`src/rtl/sram_controller.sv`:
```
// sram_controller: sequences 32-bit MEM-stage loads/stores onto a 16-bit asynchronous SRAM.
//
// Each access is split into two phases, low half and then high half. Each phase lasts
// WAIT_CYCLES clocks. `ready` is low while an access is in flight, so the pipeline stalls.
// All SRAM-side outputs and read_data are registered. Only `ready` is combinational.
//
// Optional feature: define SRAM_PERF_CNT_EN to add the access_count port. It is a saturating
// count of the cycles spent in DONE. When the macro is undefined, the port and the counter
// are absent.
//
// Ports:
//   clk           system clock, rising edge
//   rst           synchronous active-high reset
//   wr_en, rd_en  store / load request (level, held until ready); a write wins if both are set
//   address       byte address; word index = (address - BASE_ADDR) >> 2, bits [1:0] ignored
//   write_data    store data
//   read_data     load result; updated half by half, held between reads, cleared by reset
//   ready         0 = stall pipeline; 1 = idle with no request, or access done
//   sram_addr     SRAM half-word address {word, half}
//   sram_dq_out   SRAM write data
//   sram_dq_in    SRAM read data
//   sram_dq_oe    1 = drive sram_dq_out onto the bus (write phases only)
//   sram_we_n     SRAM write strobe, active low
//   access_count  (SRAM_PERF_CNT_EN only) saturating count of DONE cycles
//
// WAIT_CYCLES must be in the range 2..15. The phase counter is 4 bits wide.

module sram_controller #(
  parameter int unsigned WAIT_CYCLES = 5,
  parameter int unsigned BASE_ADDR   = 1024,
  parameter int unsigned ADDR_W      = 18
) (
  input  logic              clk,
  input  logic              rst,
  input  logic              wr_en,
  input  logic              rd_en,
  input  logic [31:0]       address,
  input  logic [31:0]       write_data,
  output logic [31:0]       read_data,
  output logic              ready,
  output logic [ADDR_W-1:0] sram_addr,
  output logic [15:0]       sram_dq_out,
  input  logic [15:0]       sram_dq_in,
  output logic              sram_dq_oe,
  output logic              sram_we_n
`ifdef SRAM_PERF_CNT_EN
  ,
  output logic [31:0]       access_count
`endif
);

  localparam logic [3:0] LastCnt = 4'(WAIT_CYCLES - 1);

  typedef enum logic [1:0] {StIdle, StLow, StHigh, StDone} state_e;

  state_e            state_q;
  logic [3:0]        cnt_q;
  logic              op_wr_q;
  logic [ADDR_W-2:0] word_q;
  logic [31:0]       wdata_q;

  logic [31:0]       offset;
  logic [ADDR_W-2:0] word_idx;
  logic              req;
  logic              cnt_last;
  logic [3:0]        cnt_inc;
  logic              unused_addr_bits;

  assign req      = wr_en | rd_en;
  assign offset   = address - BASE_ADDR;
  // Dropping bits [1:0] and keeping ADDR_W-1 bits gives a word index that wraps modulo the SRAM size.
  assign word_idx = offset[ADDR_W:2];
  assign unused_addr_bits = ^{offset[31:ADDR_W+1], offset[1:0]};
  assign cnt_last = (cnt_q == LastCnt);
  assign cnt_inc  = cnt_q + 4'd1;

  assign ready = ((state_q == StIdle) && !req) || (state_q == StDone);

  always_ff @(posedge clk) begin
    if (rst) begin
      state_q     <= StIdle;
      cnt_q       <= '0;
      op_wr_q     <= 1'b0;
      word_q      <= '0;
      wdata_q     <= '0;
      read_data   <= '0;
      sram_addr   <= '0;
      sram_dq_out <= '0;
      sram_dq_oe  <= 1'b0;
      sram_we_n   <= 1'b1;
    end else begin
      unique case (state_q)
        StIdle: begin
          if (req) begin
            // Latch the whole request and set up the low-half phase outputs for cnt == 0.
            state_q     <= StLow;
            cnt_q       <= '0;
            op_wr_q     <= wr_en;
            word_q      <= word_idx;
            wdata_q     <= write_data;
            sram_addr   <= {word_idx, 1'b0};
            sram_dq_out <= write_data[15:0];
            sram_dq_oe  <= wr_en;
            sram_we_n   <= ~wr_en;
          end
        end

        StLow: begin
          if (cnt_last) begin
            state_q     <= StHigh;
            cnt_q       <= '0;
            sram_addr   <= {word_q, 1'b1};
            sram_dq_out <= wdata_q[31:16];
            sram_we_n   <= ~op_wr_q;
            if (!op_wr_q) begin
              read_data[15:0] <= sram_dq_in;
            end
          end else begin
            cnt_q     <= cnt_inc;
            // The strobe rises on the final cycle of the phase, so data and address stay
            // stable for one hold cycle.
            sram_we_n <= ~(op_wr_q && (cnt_inc != LastCnt));
          end
        end

        StHigh: begin
          if (cnt_last) begin
            state_q    <= StDone;
            cnt_q      <= '0;
            sram_we_n  <= 1'b1;
            sram_dq_oe <= 1'b0;
            if (!op_wr_q) begin
              read_data[31:16] <= sram_dq_in;
            end
          end else begin
            cnt_q     <= cnt_inc;
            sram_we_n <= ~(op_wr_q && (cnt_inc != LastCnt));
          end
        end

        StDone: begin
          // A request that is still asserted here belongs to the access just finished.
          state_q <= StIdle;
        end
      endcase
    end
  end

`ifdef SRAM_PERF_CNT_EN
  always_ff @(posedge clk) begin
    if (rst) begin
      access_count <= '0;
    end else if ((state_q == StDone) && (access_count != 32'hFFFF_FFFF)) begin
      access_count <= access_count + 32'd1;
    end
  end
`endif

  // The write strobe may only be active while the data bus is driven.
  assert property (@(posedge clk) disable iff (rst) !sram_we_n |-> sram_dq_oe);
  // The bus is never driven when no access is in flight.
  assert property (@(posedge clk) disable iff (rst) (state_q == StIdle) |-> !sram_dq_oe);

endmodule

```
`config.mk`:
```
export PLATFORM = sky130hd
export DESIGN_NAME = sram_controller
export DESIGN_NICKNAME = d
export VERILOG_FILES = /design/src/rtl/sram_controller.sv
export SDC_FILE = /design/constraint.sdc
export NUM_CORES = 1
export LEC_CHECK = 0
export BUFFER_PORTS_ARGS = -buffer_cell sky130_fd_sc_hd__buf_2
export CORE_UTILIZATION = 45
export DETAILED_ROUTE_END_ITERATION = 10
export GPL_ROUTABILITY_DRIVEN = 0
export HOLD_SLACK_MARGIN = 0.03
export PLACE_DENSITY_LB_ADDON = 0.2
export SLEW_MARGIN = 20
export SYNTH_ARGS = -nofsm -noshare
export SYNTH_HDL_FRONTEND = slang
export SYNTH_SLANG_ARGS = --single-unit
```
`constraint.sdc`:
```
create_clock -name clk -period 2.98 [get_ports clk]
set_clock_uncertainty 0.1 [all_clocks]
set_input_delay 0.298 -clock clk [delete_from_list [all_inputs] [get_ports clk]]
set_output_delay 0.298 -clock clk [all_outputs]
set_load 0.05 [all_outputs]
```
==> results.toml <==
[layout]
drive_gt1_frac = 0.2675
stdcell_count = 791
ff_latch_area_um2 = 2162
nFillCells = 953
area_growth_pct = 20.22
fin_nets = 746
multi_input_area_um2 = 2226
diodes = 0

[timing]
layout_min_cycle_time_ns = 2.407
fmax_mhz = 415.5
hold_viol = 0
rsz0062_at_grt = "no"
final.setup.tns_ns = 0
max_slew_margin = 0.3955
tightest_slew_ns = 0.9067
drv_slew = 0
setup_violations = 0
fin_crit_sh = 0.8077

[worst_setup_path]
crit_type = "reg2out"
worst-path-max-fanout = 9
start_kind = "flop"
worst_path_max_delay_cell = "or3b_4"
cp-end-kind = "primary output"
cp_cell_sequence = "inv_1 > ha_1 > or3b_4 > or2b_1 > buf_2"
max_stage_delay_ns = 0.45
worst_ep_arrival_time_ns = 2.01
required_ns = 2.58

[clock_network]
cts.sinks = 108
cts_root_buf = "clkbuf_8"
ctsHtreeMaxLevel = 3
cts_max_path_buffers = 2
postCtsHoldBufs = 0
cts_resized = 0
cts_buffers = 9
path_clk_slew_ns = 0.10
cts_tree = "yes"
post_cts_buffers = 0
clock_latency_ns = 0.36

[global_route]
grt_antenna_before_repair = 0
grt_pass1_wl_mm = 16.43
grt_use_met2 = 0.3256
grt_max_degree = 89
gr-max-usage-layer = "met2"
grt_pass1_vias = 3393
grt_overflow_total = 0
grtUsageMet3 = 0.04136
use_met1 = 0.2599
grt_usage = 0.1992

[logic_synthesis]
ys_top_cells_by_area = "dfxtp_1 47%, nand2_1 11%, a21oi_1 7.1%"
yosysTopAreaCell = "dfxtp_1"
netlist_area_um2 = 4597
ys_types = 54
ys_ff_latch = 108
syn-num-nets = 629
synth_top_area_frac = 0.4703
avgSynthCellArea_um2 = 8.576
yosys_warnings = 0
ys.flop_type = "dfxtp_1"
synth_async_sr_flop_share = 0
synth-edff-count = 0
ys_top_cells_by_count = "133 x nand2_1, 108 x dfxtp_1, 65 x a21oi_1, 46 x nor2_1, 30 x a211oi_1"
syn-instance-count = 536
yosysSeqAreaShare = 0.4703
synth_most_common_cell = "nand2_1"

[detailed_routing]
wl_per_cell_um = 13.60
first_pass_iters = 4
drt-total-wl_mm = 10.76
drtIter0Drc = 119
vias_per_cell = 5.066
num_vias = 4007
route.detailed.drc = 0
ant_nets = 0

[power_and_ir_drop]
clkPwrFrac = 0.170
p_comb_frac = 0.467
swShare = 0.4479
power.density_nw_per_um2 = 970.4
p_int_mw = 2.961
vdd_drop_max_v = 0.0004853
seq_power_share = 0.363
leakage_nw = 2.330
power_switching_mw = 2.402

[floorplan]
core_area_um2 = 9819
die_h_um = 103.1
io_pins = 153
fp-row-count = 36
die_x_um = 103.1
start_util = 0.4681
dieArea_um2 = 10620

[placement]
dp_hpwl_mm = 7.469
numPortBuffers = 137
dp_cells = 775

[run_status]
status = "finished clean"

[worst_hold_path]
hold_path.class = "in2reg"

[flow_run]
maxCapViolations = 0
==> power groups by stage <==
stage	sequential (mW)	clock (mW)	combinational, mW
floorplan	2.57	0	1.44
global placement	1.97	0	2.48
detailed placement	1.98	0	2.51
CTS	1.95	0.938	2.52
global route	1.99	1.00	2.73
finish	1.95	0.910	2.50
==> stage by stage <==
| stage | power (mW) | hold WS (ns) | instance area, um^2 | util | setup WS (ns) |
|---|---|---|---|---|---|
| detailed placement | 4.491 | 0.3419 | 5325 | 0.5423 | 0.7271 |
| finish | 5.363 | 0.06425 | 5527 | 0.5628 | 0.5731 |
| global route | 5.725 | 0.05027 | 5527 | 0.5628 | 0.4718 |
| floorplan | 4.003 | 0.2936 | 4597 | - | 1.072 |
| CTS | 5.403 | 0.04805 | 5527 | 0.5628 | 0.5383 |
| global placement | 4.441 | 0.3391 | 5325 | 0.5423 | 0.7744 |
==> flip-flops by register name, summed over array words and instances, names as in the netlist <==
signal       cells
state_q          2
op_wr_q          1
wdata_q         16
sram_we_n        1
sram_dq_oe       1
sram_addr       18
sram_dq_out     16
cnt_q            4
word_q          17
read_data       32
==> layer usage <==
layer  routed length (um)  share of wire  vias to the layer above
li1                     -              -                     2080
met1                 5003           0.47                     1812
met2                 4999           0.46                      104
met3                  634          0.059                       11
met4                  121          0.011                        0
met5                    0              0                        -
==> cells in the final DEF (no fill, tap or decap), types with 2 or more instances in the layout <==
master      n
clkbuf_8   10
buf_4       8
buf_2     136
a21oi_1    65
a211o_1     2
o221ai_1    3
nand3_1     6
inv_1       6
nand4_1     3
a211oi_1   30
nand2_1   133
mux2i_1    25
o21ai_0     9
a22oi_1     3
xnor2_1     6
a211oi_2    2
dfxtp_1   108
and3b_1     2
ha_1        8
nor3_1      5
nor2_1     46
nor3b_1     5
==> worst max-delay path, delay by kind of cell, from the launching register on <==
kind,cells,cell delay [ns]
AND/OR/NAND/NOR,2,0.62
adder cells (fa/ha/maj),1,0.32
flip-flops,1,0.35
buffers and inverters,2,0.36
==> cell type report <==
class,instances,share of cell area
clock buffers,11,0.02558
inverters,8,0.005434
multi-input cells,382,0.4028
well taps,133,0.03011
flip-flops and latches,108,0.3912
repair buffers,144,0.1340
clock inverters,5,0.01087
==> worst paths after layout <==
path	startpoint	endpoint	slack, ns	depth (start not counted)
worst max-delay path	state_q[0]	ready	0.57	5
worst min-delay path	address[9]	word_q[7]	0.06	3
worst max register to register	state_q[0]	sram_addr[13]	0.75	7
worst min register to register	sram_addr[12]	sram_addr[12]	0.35	2
==> cells by family after synthesis <==
kind of cell | synth area share
AO/OA/AOI/OAI | 0.1791
XOR/XNOR | 0.01334
adder cells (fa/ha/maj) | 0.02450
buffers and inverters | 0.04681
flip-flops | 0.4703
multiplexers | 0.05444
AND/OR/NAND/NOR | 0.2115
No activity file was read; power rests on OpenSTA's default activity.
